==> config.mk <==
export PLATFORM = sky130hd
export DESIGN_NAME = div_unit
export DESIGN_NICKNAME = d
export VERILOG_FILES = /design/src/rtl/div_unit_pkg.sv /design/src/rtl/div_step.sv /design/src/rtl/div_unit.sv
export SDC_FILE = /design/constraint.sdc
export NUM_CORES = 1
export LEC_CHECK = 0
export CAP_MARGIN = 0
export CORE_MARGIN = 1
export CORE_UTILIZATION = 39
export CTS_BUF_LIST = sky130_fd_sc_hd__clkbuf_8
export CTS_CLUSTER_DIAMETER = 60
export DETAILED_ROUTE_END_ITERATION = 10
export HOLD_SLACK_MARGIN = 0.03
export SLEW_MARGIN = 40
export SYNTH_ARGS = -nofsm -noshare
export SYNTH_HDL_FRONTEND = slang
export SYNTH_SLANG_ARGS = --single-unit
==> constraint.sdc <==
create_clock -name clk -period 9.45 [get_ports clk]
set_clock_uncertainty 0.1 [all_clocks]
set_input_delay 0.945 -clock clk [delete_from_list [all_inputs] [get_ports clk]]
set_output_delay 0.945 -clock clk [all_outputs]
set_load 0.05 [all_outputs]
==> src/rtl/div_unit_pkg.sv <==
// Shared constants and helpers for the EX-stage radix-2 restoring divider.
package div_unit_pkg;

    localparam logic        Stop       = 1'b1;
    localparam logic        NoStop     = 1'b0;
    localparam logic [31:0] ZeroWord   = 32'h0000_0000;

    localparam logic [1:0]  DivIdle    = 2'b00;
    localparam logic [1:0]  DivBusy    = 2'b01;
    localparam logic [1:0]  DivDone    = 2'b10;

    localparam int          DivCycles  = 32;
    localparam logic [4:0]  DivLastCnt = 5'(DivCycles - 1);

    typedef enum logic [1:0] {
        DIV_IDLE = DivIdle,
        DIV_BUSY = DivBusy,
        DIV_DONE = DivDone
    } div_state_e;

    // Two's-complement magnitude when the operand is treated as signed.
    function automatic logic [31:0] op_mag(input logic [31:0] v, input logic is_signed);
        if (is_signed && v[31]) begin
            op_mag = ~v + 32'd1;
        end else begin
            op_mag = v;
        end
    endfunction

endpackage

==> src/rtl/div_step.sv <==
// One restoring-division iteration: shift in the next dividend bit, trial-subtract the divisor.
module div_step (
    input  logic [31:0] rem_i,
    input  logic [31:0] dvd_i,
    input  logic [31:0] dvs_i,
    output logic [31:0] rem_o,
    output logic [31:0] dvd_o,
    output logic        q_bit_o
);

    logic [32:0] rem_sh_s;
    logic [32:0] diff_s;

    // The shifted remainder may need bit 32, so the trial subtract is 33 bits wide.
    always_comb begin
        rem_sh_s = {rem_i, dvd_i[31]};
        diff_s   = rem_sh_s - {1'b0, dvs_i};
        q_bit_o  = ~diff_s[32];
        dvd_o    = {dvd_i[30:0], 1'b0};
        if (q_bit_o) begin
            rem_o = diff_s[31:0];
        end else begin
            rem_o = rem_sh_s[31:0];
        end
    end

endmodule

==> src/rtl/div_unit.sv <==
// Multi-cycle 32-bit signed/unsigned divider for EX; stalls the pipe while busy, drops work on flush.
module div_unit
    import div_unit_pkg::*;
(
    input  logic        clk,
    input  logic        rst,
    input  logic        start_i,
    input  logic        signed_i,
    input  logic [31:0] dividend_i,
    input  logic [31:0] divisor_i,
    input  logic        annul_i,
    input  logic        accept_i,
    output logic        stallreq_o,
    output logic        result_valid_o,
    output logic [31:0] quotient_o,
    output logic [31:0] remainder_o
);

    div_state_e  state_q;
    logic [4:0]  cnt_q;
    logic [31:0] rem_q;
    logic [31:0] dvd_q;
    logic [31:0] dvs_q;
    logic [31:0] quot_q;
    logic        q_neg_q;
    logic        r_neg_q;

    logic [31:0] rem_d;
    logic [31:0] dvd_d;
    logic        q_bit_d;
    logic        valid_s;

    div_step u_step (
        .rem_i   (rem_q),
        .dvd_i   (dvd_q),
        .dvs_i   (dvs_q),
        .rem_o   (rem_d),
        .dvd_o   (dvd_d),
        .q_bit_o (q_bit_d)
    );

    // Control FSM and iteration datapath; annul overrides every other request.
    always_ff @(posedge clk) begin
        if (rst) begin
            state_q <= DIV_IDLE;
            cnt_q   <= 5'd0;
            rem_q   <= ZeroWord;
            dvd_q   <= ZeroWord;
            dvs_q   <= ZeroWord;
            quot_q  <= ZeroWord;
            q_neg_q <= 1'b0;
            r_neg_q <= 1'b0;
        end else if (annul_i) begin
            state_q <= DIV_IDLE;
        end else begin
            case (state_q)
                DIV_IDLE: begin
                    if (start_i) begin
                        cnt_q <= 5'd0;
                        dvd_q <= op_mag(dividend_i, signed_i);
                        dvs_q <= op_mag(divisor_i, signed_i);
                        // Divide-by-zero bypasses iteration and reports the raw dividend.
                        if (divisor_i == ZeroWord) begin
                            state_q <= DIV_DONE;
                            quot_q  <= 32'hFFFF_FFFF;
                            rem_q   <= dividend_i;
                            q_neg_q <= 1'b0;
                            r_neg_q <= 1'b0;
                        end else begin
                            state_q <= DIV_BUSY;
                            quot_q  <= ZeroWord;
                            rem_q   <= ZeroWord;
                            q_neg_q <= signed_i & (dividend_i[31] ^ divisor_i[31]);
                            r_neg_q <= signed_i & dividend_i[31];
                        end
                    end else begin
                        state_q <= DIV_IDLE;
                    end
                end
                DIV_BUSY: begin
                    // A withdrawn instruction without a flush is wrong-path: abandon it.
                    if (!start_i) begin
                        state_q <= DIV_IDLE;
                    end else begin
                        rem_q  <= rem_d;
                        dvd_q  <= dvd_d;
                        quot_q <= {quot_q[30:0], q_bit_d};
                        if (cnt_q == DivLastCnt) begin
                            state_q <= DIV_DONE;
                        end else begin
                            cnt_q <= cnt_q + 5'd1;
                        end
                    end
                end
                DIV_DONE: begin
                    if (accept_i) begin
                        state_q <= DIV_IDLE;
                    end else begin
                        state_q <= DIV_DONE;
                    end
                end
                default: begin
                    state_q <= DIV_IDLE;
                end
            endcase
        end
    end

    assign stallreq_o = (start_i && !annul_i && (state_q != DIV_DONE)) ? Stop : NoStop;

    // Sign fix-up on the held magnitudes; outputs read zero whenever no result is offered.
    always_comb begin
        valid_s        = (state_q == DIV_DONE) && !annul_i;
        result_valid_o = valid_s;
        quotient_o     = ZeroWord;
        remainder_o    = ZeroWord;
        if (valid_s) begin
            quotient_o  = q_neg_q ? (~quot_q + 32'd1) : quot_q;
            remainder_o = r_neg_q ? (~rem_q + 32'd1) : rem_q;
        end else begin
            quotient_o  = ZeroWord;
            remainder_o = ZeroWord;
        end
    end

endmodule

# Word level (Yosys, flattened, before mapping)
# Cells that the tools add are included.
dict set report classes {
  addsub 6
  eq_ne 8
  n_mux 31
  bitwise 9
  n_reduce_logical 13
}
# op n
set op_table {}
lappend op_table {{$mux W32} 15}
lappend op_table {{$pmux W32 S2} 3}
lappend op_table {{$add A32 B1 Y32 const B} 4}
lappend op_table {{$not A32 Y32} 4}
lappend op_table {{$sub A33 B32 Y33} 1}
lappend op_table {{$logic_not A32 Y1} 1}
lappend op_table {{$mux W5} 3}
lappend op_table {{$mux W2} 5}
lappend op_table {{$pmux W5 S2} 1}
lappend op_table {{$ne A2 B2 Y1 const B} 4}
lappend op_table {{$pmux W2 S3} 1}
lappend op_table {{$add A5 B1 Y5 const B} 1}
lappend op_table {{$eq A5 B5 Y1 const B} 1}
lappend op_table {{$logic_and A1 B1 Y1} 5}
lappend op_table {{$reduce_and A5 Y1} 1}
lappend op_table {{$reduce_and A4 Y1} 1}
lappend op_table {{$mux W1} 3}
lappend op_table {{$ne A3 B3 Y1 const B} 1}
lappend op_table {{$reduce_and A3 Y1} 1}
lappend op_table {{$and A1 B1 Y1} 2}
lappend op_table {{$eq A2 B1 Y1 const B} 1}
lappend op_table {{$eq A2 B2 Y1 const B} 1}
lappend op_table {{$logic_not A2 Y1} 1}
lappend op_table {{$not A1 Y1} 2}
lappend op_table {{4 further kinds} 4}
dict set report word_totals {
  register_bits 137
  inputBits 70
  out_inout_bits 66
}

# Logic depth before layout (Yosys ltp)
dict set report depth {
  ltp_word 5
  depth_mapped 14
}

# Cells and area by module
# Synthesis repeated with hierarchy kept, for this count alone.
dict set report hier_totals {
  cells_unflattened 1460
  area_unflattened_um2 11220.8
}
# module n_inst cells_per_inst area_per_inst_um2
set modules_own_cells {}
lappend modules_own_cells {div_unit 1 1116 8720.9}
lappend modules_own_cells {div_step 1 344 2499.9}

# Least setup slack after synthesis
# Ideal clock, no wire load.
dict set report synth_timing {
  path_kind {register -> output}
  start {register rem_q[10]}
  end {output remainder_o[28]}
  t_arrival_ps 3048
  slack_ps 5357
  stages_incl_launch_ff 8
  path_cell_list {dfxtp_1 > or4_4 > or3_1 > or3_4 > or4_4 > o31ai_4 > xor2_1 > nor2_1}
}
dict set report synth_between {
  elab_chain_cells 4
}
# item line_no
set synth_rtl {}
lappend synth_rtl {{from (decl)} div_unit.sv:21} ;# logic [31:0] rem_q;
lappend synth_rtl {{from (signal assigned)} div_unit.sv:47} ;# rem_q <= ZeroWord;
lappend synth_rtl {{from (signal assigned)} div_unit.sv:66} ;# rem_q <= dividend_i;
lappend synth_rtl {{from (signal assigned)} div_unit.sv:72} ;# rem_q <= ZeroWord;
lappend synth_rtl {{$not A32 Y32} div_unit.sv:119} ;# remainder_o = r_neg_q ? (~rem_q + 32'd1) : rem_q;
lappend synth_rtl {{$add A32 B1 Y32} div_unit.sv:119}
lappend synth_rtl {{$mux W32} div_unit.sv:119}
lappend synth_rtl {{$mux W32} div_unit.sv:117} ;# if (valid_s) begin
lappend synth_rtl {{to (decl)} div_unit.sv:16} ;# output logic [31:0] remainder_o
# No other way between the ends.

# Final worst setup path
dict set report layout_timing {
  start {register rem_q[6]}
  end {output remainder_o[28]}
}
# The elaborated chain is that of the path after synthesis.

==> out/results.txt <==
outcome: finished clean
element type at the critical path start: flop
global-route wire length before repair: 53480 um
post-synthesis xor/xnor area fraction: 11.85%
Simple-Gate Fraction of Synth Area: 23.77%
post-detail-place hpwl: 23460 um
max frequency: 197.1 MHz
I/O Buffers: 135
Hold-fix buffers, CTS: 0
Hold WC Path Type: reg2reg
part of the cycle the worst path needs: 53.68%
Final Max Tran Viols: 0
Setup-failing EPs final: 0
Commonest cells post-synth: 215 x nor2_1, 137 x dfxtp_1, 132 x a21oi_1
Mapped Nets: 1568
vias per cell: 5.828
share of post-route cells with drive strength above 1: 5.534%
Distinct cells, synth: 76
# nets final: 1632
top_reg_cell synth: dfxtp_1
post-CTS setup buffer count: 0
Starting Density: 39.60%
Die Wd: 167.2 um
DR vias: 10940
Sink Count: 137
RSZ-0062 raised after global routing: no
slew margin rel.: 46.27%
detailed-route DRC error count: 0
Routed Antenna Nets: 0
Tot GR Track Use: 23.51%
slew of the pin with the lowest slew margin: 801.6 ps
largest family of logic cells by synthesized area: compound AO/OA/AOI/OAI gates
total wire length: 33300 um
total negative slack: 0 ps
core footprint: 26880 um2
critical path class: reg2out
vias in the first global route: 10130
WL/cell: 17.74 um
area grow syn2layout: 17.94%
register area: 2744 um2
initial antenna violation count: 0
CTS tree: done
final hold viol count: 0
Clock Tree Buf Depth: 2
pwr/cell area: 139.0 nW/um2
Max-Cap Viols: 0
dominant cell type by area after synthesis: dfxtp_1
Post-Syn Area: 10640 um2
Yosys reg bits: 137
post-synthesis compound-gate area fraction: 27.87%
Antenna Cells: 0
Post-synth EDFFs: 0
syn_area_per_cell: 7.295 um2
First-pass DRT Iterations: 5
H-tree levels: 4
RePlAce Congestion: 0.9063
die area: 27960 um2
global route overflow: 0
IO Pins: 136
Clock Latency Late Sink: 460 ps
FF-to-FF path depth: 13
post-synthesis sequential area ratio: 25.77%
row cnt: 60
FILL cells: 2781
CTS clk-pin slew, worst paths: 90 ps
DR iter-0 viols: 780
area of the multi-input gates: 7333 um2
Worst R2R Start: dvd_q[31]
CP Data Arrival Time: 4030 ps
adder-cell share of the synthesized area: 4.655%
fin worst setup slack: 4377 ps
critical path capture point type: primary output
asr flop ratio synth: 0%
CP Launch Point: rem_q[6]
final instance area: 12550 um2
Syn Inst Count: 1459
Final Util: 46.71%
CP max FO: 8
Critical Path RT: 8410 ps
Synth top area share: 25.77%
clock root cell: clkbuf_8
worst vdd ir: 0.06178 mV
cts repair resizes: 0
Die Y: 167.2 um
ranking of synthesized cells by area: dfxtp_1 26%, nor2_1 7.6%, xor2_1 7.0%, a21oi_1 6.2%, a211oi_1 6.1%
Num CTS Buffers: 17
area post-placement: 12150 um2
post-synthesis mux area share: 0.4702%
minimum clock period: 5073 ps
hold_sp: dvd_q[4]
Synth warnings: 0
pre-CTS WS: 4869 ps
Final Power: 1.745 mW
largest net degree at the start of global routing: 87
Hold Path Depth: 2
Pleak: 4.384 nW
most frequent cell after synthesis: nor2_1
## path summary, 6_finish.rpt
check             slack, ps              end
setup / recovery       4380  remainder_o[28]
hold / removal          350         dvd_q[4]
setup reg to reg       5370        rem_q[31]
hold reg to reg         350         dvd_q[4]
## routing by layer
metal / up-vias / share of wire (%) / GRT usage, %
li1: 5393 / - / -
met1: 5201 / 46 / 31.11
met5: - / 0 / 0
met4: 0 / 2.1 / 7.738
met2: 300 / 48 / 39.71
met3: 46 / 3.9 / 2.694
## stage by stage
stage	std cells	hold WS, ps
floorplan	1459	331.9
global route	1877	373.6
global placement	1845	338.9
CTS	1877	358.7
detailed placement	1845	344.5
finish	1877	354.2
## critical path: stages (launching register included)
cell	delay (ps)
dfxtp_1	400
nor4_2	390
nand4_1	230
or3_1	420
or3_4	420
or4_4	530
o31ai_4	200
xor2_1	90
nor2_1	90
clkdlybuf4s50_1	800
## area by class of cell
type	instances	area share [%]
clock buffer	18	1.973
sequential	137	21.86
inverter	54	1.615
timing repair buffer	147	11.55
tap	341	3.399
multi-input combinational	1166	58.42
clock inverter	14	1.186
## cell usage in the layout, fill, tap and decap left out, drive strengths merged, types with 8 or more instances in the layout
cell	instances
nand2	122
nor3	68
a21boi	21
clkdlybuf4s50	134
xor2	85
nand4	8
nand3	26
o211ai	12
or4	18
ha	38
o221ai	29
o31ai	23
a21o	8
o41ai	18
a21oi	132
nor2	216
xnor2	59
nor4	12
a211oi	86
buf	13
clkbuf	18
or3	11
inv	63
a31oi	10
nand2b	11
dfxtp	137
o21ai	72
nor2b	10
## sequential cells by signal (all words and copies together), names as in the netlist
register	flops
quot_q	32
dvs_q	32
cnt_q	5
state_q	2
q_neg_q	1
dvd_q	32
r_neg_q	1
rem_q	32
## kinds of logic after synthesis
group	after synthesis
buf+inv	156
compound gates	443
flops	137
xor+xnor	144
simple gates	535
fa+ha+maj	39
mux	5
## report_power, final
group          internal, mW  switching (mW)
Clock                 0.227           0.279
Sequential            0.611          0.0421
Combinational         0.226           0.360
Power figures use the tool's default switching activity.
